## src/rtl/xy_outport_arbiter.sv

```systemverilog
// Round-robin arbiter and one-packet output sequencer for a single xy_switch output port.
// Pops the winning input FIFO head into pckt_o and streams it to the downstream FIFO.
module xy_outport_arbiter #(
    parameter int                PORT_N   = 5,
    parameter int                PCKT_W   = 12,
    parameter logic [PORT_N-1:0] REQ_MASK = '1
) (
    input  logic                     clk_i,
    input  logic                     rst_i,
    input  logic [PORT_N-1:0]        req_i,
    input  logic [PORT_N*PCKT_W-1:0] pckt_i,
    output logic [PORT_N-1:0]        rd_en_o,
    output logic [PORT_N-1:0]        grant_o,
    output logic [PCKT_W-1:0]        pckt_o,
    output logic                     wr_en_o,
    input  logic                     nxt_fifo_full_i,
    input  logic                     nxt_fifo_overflow_i,
    output logic                     ovrflw_err_o
);

    localparam int PTR_W = (PORT_N > 1) ? $clog2(PORT_N) : 1;

    localparam logic [1:0] ST_IDLE = 2'd0;
    localparam logic [1:0] ST_SEND = 2'd1;
    localparam logic [1:0] ST_HOLD = 2'd2;

    logic [1:0]        state_q, state_d;
    logic [PTR_W-1:0]  ptr_q, ptr_d;
    logic [PCKT_W-1:0] pckt_q, pckt_d;
    logic [PORT_N-1:0] grant_q, grant_d;
    logic              ovrflw_q, ovrflw_d;

    logic [PORT_N-1:0] maskedReq;
    logic [PTR_W-1:0]  winIdx;
    logic [PTR_W-1:0]  candIdx;
    logic              winFound;
    logic              grantValid;
    logic [PORT_N-1:0] winOneHot;
    logic [PCKT_W-1:0] pcktSlice [PORT_N];
    int                cand;

    for (genvar i = 0; i < PORT_N; i++) begin : g_slice
        assign pcktSlice[i] = pckt_i[PCKT_W*i +: PCKT_W];
    end

    assign maskedReq = req_i & REQ_MASK;

    // Scan from the pointer upward with wrap; the first requester found wins.
    always_comb begin
        winIdx   = '0;
        winFound = 1'b0;
        cand     = 0;
        candIdx  = '0;
        for (int k = 0; k < PORT_N; k++) begin
            cand = int'(ptr_q) + k;
            if (cand >= PORT_N) begin
                cand = cand - PORT_N;
            end
            candIdx = PTR_W'(cand);
            if (!winFound && maskedReq[candIdx]) begin
                winFound = 1'b1;
                winIdx   = candIdx;
            end
        end
    end

    always_comb begin
        winOneHot         = '0;
        winOneHot[winIdx] = 1'b1;
    end

    // Granting only when downstream is not full keeps at most one packet pending.
    assign grantValid = !nxt_fifo_full_i && winFound && !rst_i;

    assign rd_en_o = grantValid ? winOneHot : '0;
    assign wr_en_o = (state_q != ST_IDLE) && !nxt_fifo_full_i && !rst_i;

    always_comb begin
        pckt_d   = pckt_q;
        grant_d  = grant_q;
        ptr_d    = ptr_q;
        ovrflw_d = ovrflw_q | nxt_fifo_overflow_i;
        if (grantValid) begin
            pckt_d  = pcktSlice[winIdx];
            grant_d = winOneHot;
            ptr_d   = (winIdx == PTR_W'(PORT_N - 1)) ? '0 : winIdx + 1'b1;
        end
    end

    always_comb begin
        state_d = ST_IDLE;
        if ((state_q != ST_IDLE) && nxt_fifo_full_i) begin
            state_d = ST_HOLD;
        end else if (grantValid) begin
            state_d = ST_SEND;
        end
    end

    always_ff @(posedge clk_i) begin
        if (rst_i) begin
            state_q  <= ST_IDLE;
            ptr_q    <= '0;
            pckt_q   <= '0;
            grant_q  <= '0;
            ovrflw_q <= 1'b0;
        end else begin
            state_q  <= state_d;
            ptr_q    <= ptr_d;
            pckt_q   <= pckt_d;
            grant_q  <= grant_d;
            ovrflw_q <= ovrflw_d;
        end
    end

    assign pckt_o       = pckt_q;
    assign grant_o      = grant_q;
    assign ovrflw_err_o = ovrflw_q;

endmodule
```

## config.mk

```make
export PLATFORM = sky130hd
export DESIGN_NAME = xy_outport_arbiter
export DESIGN_NICKNAME = d
export VERILOG_FILES = /design/src/rtl/xy_outport_arbiter.sv
export SDC_FILE = /design/constraint.sdc
export NUM_CORES = 1
export LEC_CHECK = 0
export CAP_MARGIN = 20
export CORE_ASPECT_RATIO = 1.4
export CORE_MARGIN = 2
export CORE_UTILIZATION = 42
export CTS_CLUSTER_SIZE = 25
export DETAILED_ROUTE_END_ITERATION = 8
export PLACE_DENSITY = 0.79
export SLEW_MARGIN = 20
export SYNTH_ARGS = -nofsm -noshare
export SYNTH_HDL_FRONTEND = slang
export SYNTH_SLANG_ARGS = --single-unit
```

## constraint.sdc

```tcl
create_clock -name clk_i -period 3.59 [get_ports clk_i]
set_input_delay 0.359 -clock clk_i [delete_from_list [all_inputs] [get_ports clk_i]]
set_output_delay 0.359 -clock clk_i [all_outputs]
set_load 0.01 [all_outputs]
```

### After elaboration in Yosys (flattened, before gate mapping)

Index checks and enable logic that the tools add are counted.

| word-level totals | value |
|---|---|
| input port bits | 69 |
| output and inout bits | 24 |
| register bits after elaboration | 23 |

| operators by class | value |
|---|---|
| reductions and logical operators | 18 |
| equality and inequality tests | 1 |
| order comparisons | 13 |
| muxes and demuxes | 34 |
| $add $sub $neg | 10 |
| bitwise operators | 2 |

Operators with widths:

| operator | number |
|---|---|
| binary-select mux 12 bit (select 3 bit) | 1 |
| 2-to-1 mux 3 bit | 11 |
| less-than comparator 3 x 4 -> 1 bit, second input constant | 6 |
| 2-to-1 mux 12 bit | 2 |
| greater-or-equal comparator 4 x 3 -> 1 bit, second input constant | 4 |
| binary-select mux 1 bit (select 3 bit) | 5 |
| subtractor 3 bit, second input constant | 5 |
| 2-to-1 mux 1 bit | 12 |
| logical AND 1 bit | 10 |
| adder 3 x 2 -> 4 bit, second input constant | 2 |
| logical NOT 1 bit | 6 |
| 2-to-1 mux 5 bit | 1 |
| adder 3 x 1 -> 4 bit, second input constant | 1 |
| adder 3 x 3 -> 4 bit, second input constant | 1 |
| greater-or-equal comparator 4 bit, second input constant | 1 |
| NOT 3 -> 4 bit | 1 |
| adder 3 x 1 -> 3 bit, second input constant | 1 |
| demux 1 bit (select 3 bit) | 1 |
| == test 3 bit, second input constant | 1 |
| greater-or-equal comparator 3 x 1 -> 1 bit, second input constant | 1 |
| greater-or-equal comparator 3 bit, second input constant | 1 |
| 2-to-1 mux 2 bit | 1 |
| nonzero test 2 bit | 1 |
| OR reduction 2 bit | 1 |
| OR 1 bit | 1 |

### Depth between registers and ports, before layout

| logic depth | value |
|---|---|
| depth in word-level cells | 22 |
| gate-level depth with buffers | 17 |
| gate-level depth less buffers | 14 |

### Worst setup path after synthesis

No wires, ideal clock.

| timing | value |
|---|---|
| kind | register -> output |
| start point | reg ptr_q[1] |
| end point | out rd_en_o[2] |
| data required time | 3.231 ns |
| path slack | -0.307 ns |
| stages on the path, launching flop included | 13 |
| arrival time | 3.538 ns |
| path through | dfxtp_1 -> buf_2 -> inv_1 -> ha_1 -> a21oi_2 -> mux2i_1 -> a211oi_1 -> or3_4 -> or4_4 -> and3_4 -> buf_6 -> or4_4 -> inv_1 |

| on the way | value |
|---|---|
| cells in the longest elaborated chain, start to end | 22 |
| elaborated cells between the ends (all ways) | 55 |

RTL lines:

| element | RTL line | text |
|---|---|---|
| start: declaration | 28 | `logic [PTR_W-1:0] ptr_q, ptr_d;` |
| start signal: assignment | 108 | `ptr_q <= ptr_d;` |
| branches (longest 21 deep; another with adder 3 x 1 -> 4 bit) | -- |  |
| 2-to-1 mux 5 bit (*) | 75 | `assign rd_en_o = grantValid ? winOneHot : '0;` |
| end: declaration | 12 | `output logic [PORT_N-1:0] rd_en_o,` |

Every way passes the cells marked *. The select of a mux whose other input is x is not followed.

### Final worst setup path

Ends and elaborated chain as after synthesis.

==> flow_summary.toml <==
[logic_synthesis]
netlist_area_mm2 = 0.002674
synth_cells = 361
synth_nets = 439
syn_avg_cell_area_um2 = 7.407
ys_seq_area_share_pct = 17.22
ys_types = 65
async_reset_ff_share_pct = 0
synth_edf_count = 0
ys_ff_latch = 23
synth_ff_type = "dfxtp_1"
yosys_warnings = 0

[critical_path]
worstSetupPathType = "reg2out"
rr_worst_depth = 16
path_max_fanout = 4
regToRegStartpoint = "ptr_q[1]"
cp_top_family = "compound AO/OA/AOI/OAI gates"
path_common_cell = "buf_6"
critPathBufInv = 5
cp_slowest_cell = "or4_4"
r2r-end = "pckt_o[5]"
cp_data_arrival_time_ns = 3.83
cp-start-kind = "flip-flop"
crit_path_max_incr_delay_ns = 0.53
worstPathCellList = "buf_4, fa_2, a21oi_4, buf_6, a21boi_0, a2bb2oi_1, nor3_2, and2_4, a211o_4, buf_6, or4_4, inv_2, buf_6"
r2r_slack_ns = -0.33
critPathRequiredTime_ns = 3.23
cp-end-kind = "output pin"

[drt]
vias_per_cell = 6.397
drt_iter0_drc = 386
drc = 0
wirelength_um = 13470
firstDrtPassIters = 5
final_antenna_net_count = 0
dr_total_vias = 4030
wl_per_cell_um = 21.38

[global_route]
grtUsageTotal_pct = 32.64
antenna_found_initial = 0
grt_overflow = 0
grt_max_degree = 37
first_global_vias = 3876
grt_first_pass_wirelength_um = 18410

[die]
dieArea_mm2 = 0.007030
die_y_um = 98.41
num_io_pins = 93
design.core.area_mm2 = 0.006168
die_x_um = 71.44
initial_core_util_pct = 43.35
floorplan.rows = 34

[clocking]
cts_buffers = 3
clock-sinks = 23
clkTransAtPathRegs_ns = 0.10
htreeDepth = 1
clkLatencyLatePin_ns = 0.29
cts_root_buf = "clkbuf_8"
cts_tree = "done"
clockBufferDepth = 2
cts_hold_buf = 0

[min_path]
hold_start = "grant_o[4]"
worstHoldPathType = "reg2reg"
whs_endpoint = "grant_o[4]"
hold_depth = 1

[sta]
post-route-min-period_ns = 4.193
fmax_mhz = 238.5
setup_viol = 22
worst_slew_margin_rel_pct = 63.09
skew_ns = 0.01997
post-route-period-util_pct = 116.8
finalHoldViolations = 0
rsz0062_at_grt = "true"
slew_violations = 0
layout_setup_ws_ns = -0.6032
worstMarginPinSlew_ns = 0.5515

[final_layout]
n_antenna_cell = 0
drive_gt1_share_pct = 37.63
layout_common_cells = "103 x buf_4, 87 x clkdlybuf4s50_1, 28 x nor2_1, 27 x nand2_1, 26 x nand3_1"
layout_commonest_cell = "buf_4"
final_area_mm2 = 0.005061
nNetsFinal = 637
synthToLayoutAreaGrowth_pct = 89.28
stdcell_count = 630

[placed_design]
place_inst = 579
dp.final_hpwl_um = 7674
dpl_cell_area_mm2 = 0.004223
portBuffers = 92
place.gp.congestion = 0.9326

[pwr]
total_power_mw = 6.843
p_leak_nw = 2.191
powerDensity_mw_per_mm2 = 1352
peakVddDrop_v = 0.0007954

[status]
status = "finished with violations"
failed_checks = "setup timing"

[flow_run]
max-cap-violations = 0
[timing repair]
item	CTS	global route
setup buffers	25	24
pin swaps	23	43
cloned	2	0
endpoints found under the setup margin	17	23
resized for setup	81	43
[logic make-up (layout without fill, tap and decap cells)]
kind of cell / Yosys count / in the layout / synth area share (%)
and+or+nand+nor: 160 / 160 / 32.47
AOI/OAI and AO/OA: 119 / 119 / 34.58
buffers and inverters: 40 / 237 / 7.253
DFF: 23 / 23 / 17.22
adders and majority gates: 9 / 9 / 4.492
xor gates and xnor gates: 5 / 5 / 1.638
muxes: 5 / 5 / 2.340
[through the flow]
| step | setup WS (ns) | setup TNS [ns] | util [%] | hold WS, ns |
|---|---|---|---|---|
| floorplan | -0.06451 | -0.1191 | - | 0.4518 |
| global placement | -0.4853 | -2.204 | 68.46 | 0.4366 |
| detailed placement | -0.5721 | -2.952 | 68.46 | 0.4519 |
| CTS | -0.3903 | -1.534 | 76.86 | 0.4658 |
| global route | -0.6438 | -6.163 | 82.05 | 0.5183 |
| finish | -0.6032 | -5.043 | 82.05 | 0.4800 |
[per-layer routing]
| metal | share of wire [%] | global-route usage (%) | vias to the layer above | routed length [um] |
|---|---|---|---|---|
| met4 | 9.1 | 25.69 | 0 | 1221 |
| met3 | 8.4 | 4.128 | 106 | 1138 |
| met1 | 33 | 34.62 | 1839 | 4396 |
| met2 | 50 | 56.62 | 338 | 6714 |
| li1 | - | - | 1747 | - |
| met5 | 0 | 0 | - | 0 |
[cell type report]
cell class | instances | area, um2
Clock buffer | 3 | 41.29
Tap cell | 72 | 90.09
Timing Repair Buffer | 221 | 2062
Clock inverter | 1 | 5.005
Multi-Input combinational cell | 298 | 2340
Sequential cell | 23 | 469.2
Fill cell | 310 | 1107
Inverter | 12 | 53.80
[report_power, final]
group          switching (mW)  internal [mW]
Combinational            3.09           3.14
Sequential             0.0739          0.362
Clock                  0.0993         0.0780
[worst max-delay path by stage]
stage / start / end / slack (ns) / cells past startpoint
finish: ptr_q[1] / rd_en_o[2] / -0.60 / 13
floorplan: ptr_q[0] / rd_en_o[2] / -0.06 / 13
global route: ptr_q[1] / rd_en_o[2] / -0.64 / 13
CTS: ptr_q[0] / rd_en_o[2] / -0.39 / 14
global placement: ptr_q[0] / rd_en_o[2] / -0.49 / 13
detailed placement: ptr_q[0] / rd_en_o[0] / -0.57 / 15
[cell usage after synthesis, drive strengths merged (3+ instances only)]
cell	n	area share (%)
a211o	4	1.3
a211oi	6	2.5
a21boi	13	3.6
a21oi	12	2.5
a221o	14	5.2
a31oi	13	3.0
and2	4	0.94
and3	14	3.5
buf	13	3.4
clkbuf	15	2.2
dfxtp	23	17
ha	8	3.7
inv	12	1.7
mux2i	4	1.5
nand2	29	4.1
nand2b	18	4.2
nand3	27	5.2
nor2	31	4.4
nor2b	9	2.1
nor3	5	0.94
nor3b	3	0.84
o211ai	13	3.6
o21ai	18	3.4
or3	4	1.1
or3b	3	0.98
or4	4	1.4
xnor2	5	1.6
[state kept, by name, indices dropped and copies added (netlist names)]
register      cells
pckt_o           12
state_q           2
ovrflw_err_o      1
grant_o           5
ptr_q             3
No activity file was read; power rests on OpenSTA's default activity.
